[src/rtl/coll_map_arbiter_pkg.sv]
// Shared types and constants for the ball collision / map RAM arbiter.
package coll_pkg;

   localparam int MAP_AW     = 10;
   localparam int TILE_SHIFT = 12;
   localparam int FRAC_BITS  = 7;
   localparam int TILE_BITS  = 5;

   typedef enum logic [2:0] {
      IDLE  = 3'd0,
      CALC  = 3'd1,
      ISSUE = 3'd2,
      DRAIN = 3'd3,
      DONE  = 3'd4
   } coll_state_e;

   typedef logic [1:0] corner_idx_t;

   typedef enum logic {
      OWNER_REND = 1'b0,
      OWNER_COLL = 1'b1
   } owner_e;

   // Map address {ty, tx} of a corner; both coordinates are 18-bit 10.7 values
   // whose bit 17 is the out-of-range flag and is not part of the tile index.
   function automatic logic [MAP_AW-1:0] tile_addr(input logic [17:0] cx,
                                                   input logic [17:0] cy);
      return {cy[TILE_SHIFT +: TILE_BITS], cx[TILE_SHIFT +: TILE_BITS]};
   endfunction

endpackage

[src/rtl/coll_map_arbiter_if.sv]
// Renderer read port plus map RAM port shared through the arbiter.
// Handshake: the renderer raises rd_req with a stable rd_addr and holds both
// until rd_gnt is seen high in a cycle; rd_valid/rd_data follow one cycle
// after that grant. map_data answers map_addr one cycle later.
interface coll_map_arbiter_if #(
   parameter int TILE_W = 4
) ();
   logic              rd_req;
   logic [9:0]        rd_addr;
   logic              rd_gnt;
   logic              rd_valid;
   logic [TILE_W-1:0] rd_data;
   logic [9:0]        map_addr;
   logic [TILE_W-1:0] map_data;

   modport slave (
      input  rd_req, rd_addr, map_data,
      output rd_gnt, rd_valid, rd_data, map_addr
   );

   modport master (
      output rd_req, rd_addr, map_data,
      input  rd_gnt, rd_valid, rd_data, map_addr
   );
endinterface

[src/rtl/coll_map_arbiter_rr.sv]
// Two-requester round-robin grant for the single-port map RAM.
module map_rr_arbiter
   import coll_pkg::*;
(
   input  logic              Clk,
   input  logic              Reset_n,
   input  logic              coll_req,
   input  logic [MAP_AW-1:0] coll_addr,
   input  logic              rend_req,
   input  logic [MAP_AW-1:0] rend_addr,
   output logic              coll_gnt,
   output logic              rend_gnt,
   output logic [MAP_AW-1:0] map_addr
);
   owner_e last_owner;

   // Pick one winner per cycle; on contention the side not served last wins.
   always_comb begin
      coll_gnt = 1'b0;
      rend_gnt = 1'b0;
      map_addr = '0;
      if (coll_req && rend_req) begin
         if (last_owner == OWNER_REND) coll_gnt = 1'b1;
         else                          rend_gnt = 1'b1;
      end else if (coll_req) begin
         coll_gnt = 1'b1;
      end else if (rend_req) begin
         rend_gnt = 1'b1;
      end
      if (coll_gnt)      map_addr = coll_addr;
      else if (rend_gnt) map_addr = rend_addr;
   end

   // Remember who was served on every grant.
   always_ff @(posedge Clk or negedge Reset_n) begin
      if (!Reset_n)      last_owner <= OWNER_REND;
      else if (coll_gnt) last_owner <= OWNER_COLL;
      else if (rend_gnt) last_owner <= OWNER_REND;
   end
endmodule

[src/rtl/coll_map_arbiter.sv]
// Per-frame bounding-box wall check for the ball, sharing the map RAM with
// the renderer. Four corner tiles are read; any solid or off-map corner
// blocks the proposed move.
module coll_map_arbiter
   import coll_pkg::*;
#(
   parameter int HALF   = 8,
   parameter int TILE_W = 4
) (
   input  logic              Clk,
   input  logic              Reset_n,
   input  logic              frame_tick,
   input  logic [16:0]       X_next,
   input  logic [16:0]       Y_next,
   output logic              coll_next,
   output logic              coll_valid,
   output logic              overrun,
   coll_map_arbiter_if.slave bus,
   output coll_state_e       state_dbg
);
   localparam logic [17:0] CORNER_OFS = 18'(HALF << FRAC_BITS);

   coll_state_e              state, state_nxt;
   logic [16:0]              x_snap, y_snap;
   logic [17:0]              xl, xr, yt, yb;
   logic [3:0][MAP_AW-1:0]   corner_addr;
   logic [3:0]               corner_oob;
   corner_idx_t              k;
   logic                     acc, acc_nxt;
   logic                     coll_gnt_d, oob_d;
   logic                     coll_req, coll_gnt;
   logic                     rend_req, rend_gnt;
   logic                     rd_valid_q;
   logic [MAP_AW-1:0]        map_addr_w;

   // Renderer requests are masked while reset is held so no grant escapes.
   assign rend_req     = bus.rd_req & Reset_n;
   assign bus.rd_gnt   = rend_gnt;
   assign bus.rd_valid = rd_valid_q;
   assign bus.rd_data  = rd_valid_q ? bus.map_data : '0;
   assign bus.map_addr = map_addr_w;
   assign state_dbg    = state;

   map_rr_arbiter u_arb (
      .Clk       (Clk),
      .Reset_n   (Reset_n),
      .coll_req  (coll_req),
      .coll_addr (corner_addr[k]),
      .rend_req  (rend_req),
      .rend_addr (bus.rd_addr),
      .coll_gnt  (coll_gnt),
      .rend_gnt  (rend_gnt),
      .map_addr  (map_addr_w)
   );

   // Corner coordinates with one guard bit: bit 17 flags under/overflow.
   always_comb begin
      xl = {1'b0, x_snap} - CORNER_OFS;
      xr = {1'b0, x_snap} + CORNER_OFS;
      yt = {1'b0, y_snap} - CORNER_OFS;
      yb = {1'b0, y_snap} + CORNER_OFS;
   end

   // State register.
   always_ff @(posedge Clk or negedge Reset_n) begin
      if (!Reset_n) state <= IDLE;
      else          state <= state_nxt;
   end

   // Next-state logic; the FSM only requests the RAM while in ISSUE.
   always_comb begin
      state_nxt = state;
      coll_req  = 1'b0;
      unique case (state)
         IDLE:  if (frame_tick) state_nxt = CALC;
         CALC:  state_nxt = ISSUE;
         ISSUE: begin
            coll_req = 1'b1;
            if (coll_gnt && k == 2'd3) state_nxt = DRAIN;
         end
         DRAIN: state_nxt = DONE;
         DONE:  state_nxt = IDLE;
         default: state_nxt = IDLE;
      endcase
   end

   // Capture corner tile addresses and off-map flags once per check.
   always_ff @(posedge Clk or negedge Reset_n) begin
      if (!Reset_n) begin
         corner_addr <= '0;
         corner_oob  <= '0;
      end else if (state == CALC) begin
         corner_addr[0] <= tile_addr(xl, yt);
         corner_addr[1] <= tile_addr(xr, yt);
         corner_addr[2] <= tile_addr(xl, yb);
         corner_addr[3] <= tile_addr(xr, yb);
         corner_oob     <= {xr[17] | yb[17], xl[17] | yb[17],
                            xr[17] | yt[17], xl[17] | yt[17]};
      end
   end

   // Solid accumulator: cleared on an accepted tick, then ORs in each
   // corner's result the cycle its RAM data returns.
   always_comb begin
      if (state == IDLE && frame_tick) acc_nxt = 1'b0;
      else acc_nxt = acc | (coll_gnt_d & (oob_d | (|bus.map_data)));
   end

   // Snapshots, corner counter, result and status registers.
   always_ff @(posedge Clk or negedge Reset_n) begin
      if (!Reset_n) begin
         x_snap     <= '0;
         y_snap     <= '0;
         k          <= '0;
         acc        <= 1'b0;
         coll_gnt_d <= 1'b0;
         oob_d      <= 1'b0;
         coll_next  <= 1'b1;
         coll_valid <= 1'b0;
         overrun    <= 1'b0;
         rd_valid_q <= 1'b0;
      end else begin
         coll_gnt_d <= coll_gnt;
         oob_d      <= corner_oob[k];
         acc        <= acc_nxt;
         coll_valid <= (state == DRAIN);
         rd_valid_q <= rend_gnt;
         if (state == IDLE && frame_tick) begin
            x_snap <= X_next;
            y_snap <= Y_next;
         end
         if (state == CALC)  k <= '0;
         else if (coll_gnt)  k <= k + 2'd1;
         if (state == DRAIN) coll_next <= acc_nxt;
         if (frame_tick && state != IDLE) overrun <= 1'b1;
      end
   end
endmodule

[src/flat_wrapper.sv]
// flat-port wrapper written by rule: the top's interface ports become plain ports
module coll_map_arbiter_flat import coll_pkg::*;
#(
   parameter int HALF   = 8,
   parameter int TILE_W = 4
)
  (Clk, Reset_n, frame_tick, X_next, Y_next, coll_next, coll_valid, overrun, state_dbg, bus_rd_req, bus_rd_addr, bus_map_data, bus_rd_gnt, bus_rd_valid, bus_rd_data, bus_map_addr);
  coll_map_arbiter_if #(.TILE_W(TILE_W)) bus_i ();
  input  logic Clk;
  input  logic Reset_n;
  input  logic frame_tick;
  input  logic [16:0] X_next;
  input  logic [16:0] Y_next;
  output logic coll_next;
  output logic coll_valid;
  output logic overrun;
  output coll_state_e state_dbg;
  input wire logic [$bits(bus_i.rd_req)-1:0] bus_rd_req;
  input wire logic [$bits(bus_i.rd_addr)-1:0] bus_rd_addr;
  input wire logic [$bits(bus_i.map_data)-1:0] bus_map_data;
  output wire logic [$bits(bus_i.rd_gnt)-1:0] bus_rd_gnt;
  output wire logic [$bits(bus_i.rd_valid)-1:0] bus_rd_valid;
  output wire logic [$bits(bus_i.rd_data)-1:0] bus_rd_data;
  output wire logic [$bits(bus_i.map_addr)-1:0] bus_map_addr;
  assign bus_i.rd_req = bus_rd_req;
  assign bus_i.rd_addr = bus_rd_addr;
  assign bus_i.map_data = bus_map_data;
  assign bus_rd_gnt = bus_i.rd_gnt;
  assign bus_rd_valid = bus_i.rd_valid;
  assign bus_rd_data = bus_i.rd_data;
  assign bus_map_addr = bus_i.map_addr;
  coll_map_arbiter #(.HALF(HALF), .TILE_W(TILE_W)) u_core (.Clk(Clk), .Reset_n(Reset_n), .frame_tick(frame_tick), .X_next(X_next), .Y_next(Y_next), .coll_next(coll_next), .coll_valid(coll_valid), .overrun(overrun), .bus(bus_i), .state_dbg(state_dbg));
endmodule
[config.mk]
export PLATFORM = sky130hd
export DESIGN_NAME = coll_map_arbiter_flat
export DESIGN_NICKNAME = d
export VERILOG_FILES = /design/src/rtl/coll_map_arbiter_pkg.sv /design/src/rtl/coll_map_arbiter_if.sv /design/src/rtl/coll_map_arbiter_rr.sv /design/src/rtl/coll_map_arbiter.sv /design/src/flat_wrapper.sv
export SDC_FILE = /design/constraint.sdc
export NUM_CORES = 1
export LEC_CHECK = 0
export ABC_AREA = 1
export CAP_MARGIN = 20
export CORE_ASPECT_RATIO = 0.6
export CORE_MARGIN = 4
export CORE_UTILIZATION = 39
export CTS_CLUSTER_DIAMETER = 40
export DETAILED_ROUTE_END_ITERATION = 8
export HOLD_SLACK_MARGIN = 0.12
export PLACE_DENSITY = 0.67
export REMOVE_ABC_BUFFERS = 1
export SLEW_MARGIN = 20
export SYNTH_ARGS = -nofsm -noshare
export SYNTH_HDL_FRONTEND = slang
export SYNTH_SLANG_ARGS = --single-unit
[constraint.sdc]
create_clock -name Clk -period 4.1 [get_ports Clk]
set_clock_uncertainty 0.1 [all_clocks]
set_input_delay 0.82 -clock Clk [delete_from_list [all_inputs] [get_ports Clk]]
set_output_delay 0.82 -clock Clk [all_outputs]
set_load 0.02 [all_outputs]
==> results.md <==
- The worst hold path belongs to the class flop to flop.
- In the synthesized netlist the dominant register cell turns out to be dfrtp_1.
- The startpoint of the most critical register-to-register path is u_core.state_dbg[1].
- The average via count per standard cell is 4.73.
- Sequential elements use 49.1% of the synthesized area.
- Setup violations remaining at the end of the flow were counted as 0.
- In the post-synthesis netlist, the biggest area contributors are dfrtp_1 (48%), nand2_1 (16%), o21ai_0 (7.1%), inv_1 (6.4%), nor2_1 (5.2%).
- In this run the number of H-tree levels came out at 2.
- The capture point of the worst path is bus_map_addr[8].
- The number of DRC markers after the initial detailed-route iteration is 188.
- The maximum vdd drop is 0.305 mV.
- Along the worst path, the maximum fanout reaches 7.
- The total die area is 8080 µm².
- The endpoint identified for the worst register-to-register timing path is u_core.corner_addr[20].
- The port buffer count is 53.
- The root buffer cell chosen for the clock tree is clkbuf_8.
- Tracing the worst setup path back leads to its startpoint at bus_rd_req.
- In the final routed layout, each cell accounts on average for 12.1 µm.
- The area of the mapped netlist is 2600 µm².
- The critical path runs through a total of 8 cells.
- The top achievable clock speed is 281 MHz.
- After clock tree synthesis, the setup repair step added 0 buffers.
- The total overflow left after global routing is 0.
- The number of top-level pins is 74.
- The data required time of the worst path is 3180 ps.
- The power density over the cells is 688 nW/µm².
- The number of antenna violations at the first check in global routing was 0.
- In this run, post-CTS hold repair placed 0 buffers.
- The largest total area in the synthesized netlist belongs to dfrtp_1.
- The number of flip-flops and latches in the synthesized netlist is 51.
- The number of vias after detailed routing is 2289.
- By instance count, the leading cell after synthesis is nand2_1.
- The TritonCTS sink count is 51.
- The total leakage power is 0.00167 µW.
- Relative to the synthesized area, the layout overhead comes to 26.1%.
- The share of cells above drive strength 1 is 6.50%.
- The TritonCTS buffer count is 5.
- The overall die height is 71.2 µm.
- The first TritonRoute pass finished after 4 iterations.
- STA classifies the critical path startpoint as a primary input.
- The overall routed net length is 5880 µm.
- The congestion estimate from routability-driven global placement came to 0.923.
- Once the floorplan was initialized, standard cells occupied 41.4% of the core.
- Fill cells in the final layout number 624.
- The flow ran to the end, and the final reports show no timing, DRC or antenna violations.
- The synthesized design devotes to its leading area cell type 48.1% of total area.
- The first global-routing pass estimated 9730 µm of wire.
- The mean instance size in the synthesized netlist is 7.54 µm².
- The family of cells with the greatest summed delay on the critical path is buffers and inverters.
- The maximum count of clock buffers along a single path is 2.
- Counting flops with a built-in enable in the synthesized netlist gives 0.
- The type of the worst setup path is primary input to primary output.
- Detailed placement finished with a half-perimeter wire length of 4370 µm.
- The count of max-cap constraint violations is 0.
- The worst slew slack as a fraction of its limit is 46.6%.
- The sum of negative setup slack is 0 ps.
- For this run, the number of Yosys warnings is 0.
- The arrival time reported for the critical path endpoint is 2640 ps.
- The clock-pin slew on the worst setup and hold paths is 90 ps.
- The overall track demand over capacity in global routing is 14.8%.
- In this run the register-to-register setup slack is 2030 ps.
- The total count of max-transition violations in the final report came to 0.
- The site row count is 22.
- At the later pin of the worst-skew pair, clock insertion delay measures 290 ps.
- Counting cells, the worst reg-to-reg path comes to 6.
- The async set-or-reset flop fraction in the synthesized netlist is 100%.
- In the finished design, the share of the clock period the worst path needs comes to 86.9%.
- TritonCTS built the clock tree.
- The critical path goes through clkdlybuf4s50_1 -> nand2_1 -> o21bai_1 -> inv_1 -> buf_4 -> nand2_1 -> o21ai_2 -> clkdlybuf4s50_1.
- The number of distinct library cells after synthesis is 24.
- After floorplanning, the core was sized to cover 6280 µm².
- The cell type of the slowest stage on the worst timing path is clkdlybuf4s50_1.
- The commonest cells after synthesis are nand2_1 (110), dfrtp_1 (50), inv_1 (44).
- The die width is 113 µm.
- The multi-input logic area is 1090 µm².
- The sequential cell area is 1280 µm².
- The detail route stage leaves a number of antenna-violating nets equal to 0.
- The number of diodes is 0.
- The post-layout total power is 2260 µW.
- The via count of the first global-routing pass is 2030.
- In the final design database the tool counted 452 nets.
- Setup repair after global routing left no endpoint under its margin.
- The gate count after technology mapping is 345.
- The DRC violation count after routing is 0.
- The largest single stage delay on the critical path is 620 ps.
- The largest net degree at the start of global routing is 52.
- The hold violation total from the final report is 0.
- The worst-margin pin slew is 800 ps.
- Post-CTS repair changed the size of 0 cells.
- The worst path needs 3560 ps of the cycle, external delays included.
- The number of buffers and inverters on the critical path is 4.
- The worst setup path is captured at a primary output.
cell type report:
type	instances	area share (%)
sequential	51	39.0
clock inverter	1	0.153
timing repair buffer	57	16.9
multi-input combinational	238	33.1
clock buffer	7	2.33
inverter	46	5.27
tap	84	3.21
through the flow:
stage / hold slack, ps / area, µm² / worst slack (ps) / utilization [%] / cells
4_1_cts: 370 / 3280 / 491 / 52.2 / 484
6_report: 367 / 3280 / 537 / 52.2 / 484
5_1_grt: 386 / 3280 / 391 / 52.2 / 484
3_3_place_gp: 343 / 3200 / 510 / 50.9 / 476
3_5_place_dp: 348 / 3200 / 507 / 50.9 / 476
2_1_floorplan: 344 / 2540 / 1640 / - / 335
power breakdown:
part           internal [µW]  switching, µW  total (µW)
logic                    408            685        1090
registers                732            151         883
clock network            120            160         280
logic make-up after synthesis:
| family | synth area share, % |
|---|---|
| flip-flops | 49.1 |
| adder cells (fa/ha/maj) | 0.481 |
| buffers and inverters | 9.10 |
| AO/OA/AOI/OAI | 14.9 |
| AND/OR/NAND/NOR | 26.4 |
layer usage:
metal / wire (µm) / vias to the layer above / global-route usage [%]
met3: 413 / 4 / 3.88
met1: 3180 / 1021 / 23.9
met4: 36 / 0 / 3.20
met5: 0 / - / 0
li1: - / 1191 / -
met2: 2240 / 73 / 19.5
worst min path at each step:
stage / startpoint / end / slack (ps) / cells after the start
3_3_place_gp: u_core.overrun / u_core.overrun / 340 / 1
5_1_grt: u_core.overrun / u_core.overrun / 390 / 1
4_1_cts: u_core.overrun / u_core.overrun / 370 / 1
3_5_place_dp: u_core.overrun / u_core.overrun / 350 / 1
2_1_floorplan: u_core.corner_addr[17] / u_core.corner_addr[17] / 340 / 2
6_report: u_core.overrun / u_core.overrun / 370 / 1
state kept, by name, indices dropped and copies added, names as in the netlist:
signal	flops
u_core.corner_addr	20
u_core.x_snap	7
u_core.y_snap	7
u_core.corner_oob	4
u_core.state_dbg	3
u_core.k	2
u_core.acc	1
u_core.bus.rd_valid	1
u_core.coll_gnt_d	1
u_core.coll_next	1
u_core.coll_valid	1
u_core.oob_d	1
u_core.overrun	1
u_core.u_arb.last_owner	1
cells in the final DEF (no fill, tap or decap), drive strengths merged:
cell type / instances
clkinv: 2
clkdlybuf4s50: 52
o21ai: 47
nand2: 111
buf: 5
a21boi: 1
nor2: 38
o31ai: 2
o21bai: 1
a21oi: 14
a21o: 1
dfrtp: 50
nand3: 20
clkbuf: 7
dfstp: 1
ha: 1
o22ai: 1
nor3: 1
inv: 45
Note: power is estimated with default switching activity, not from simulation.
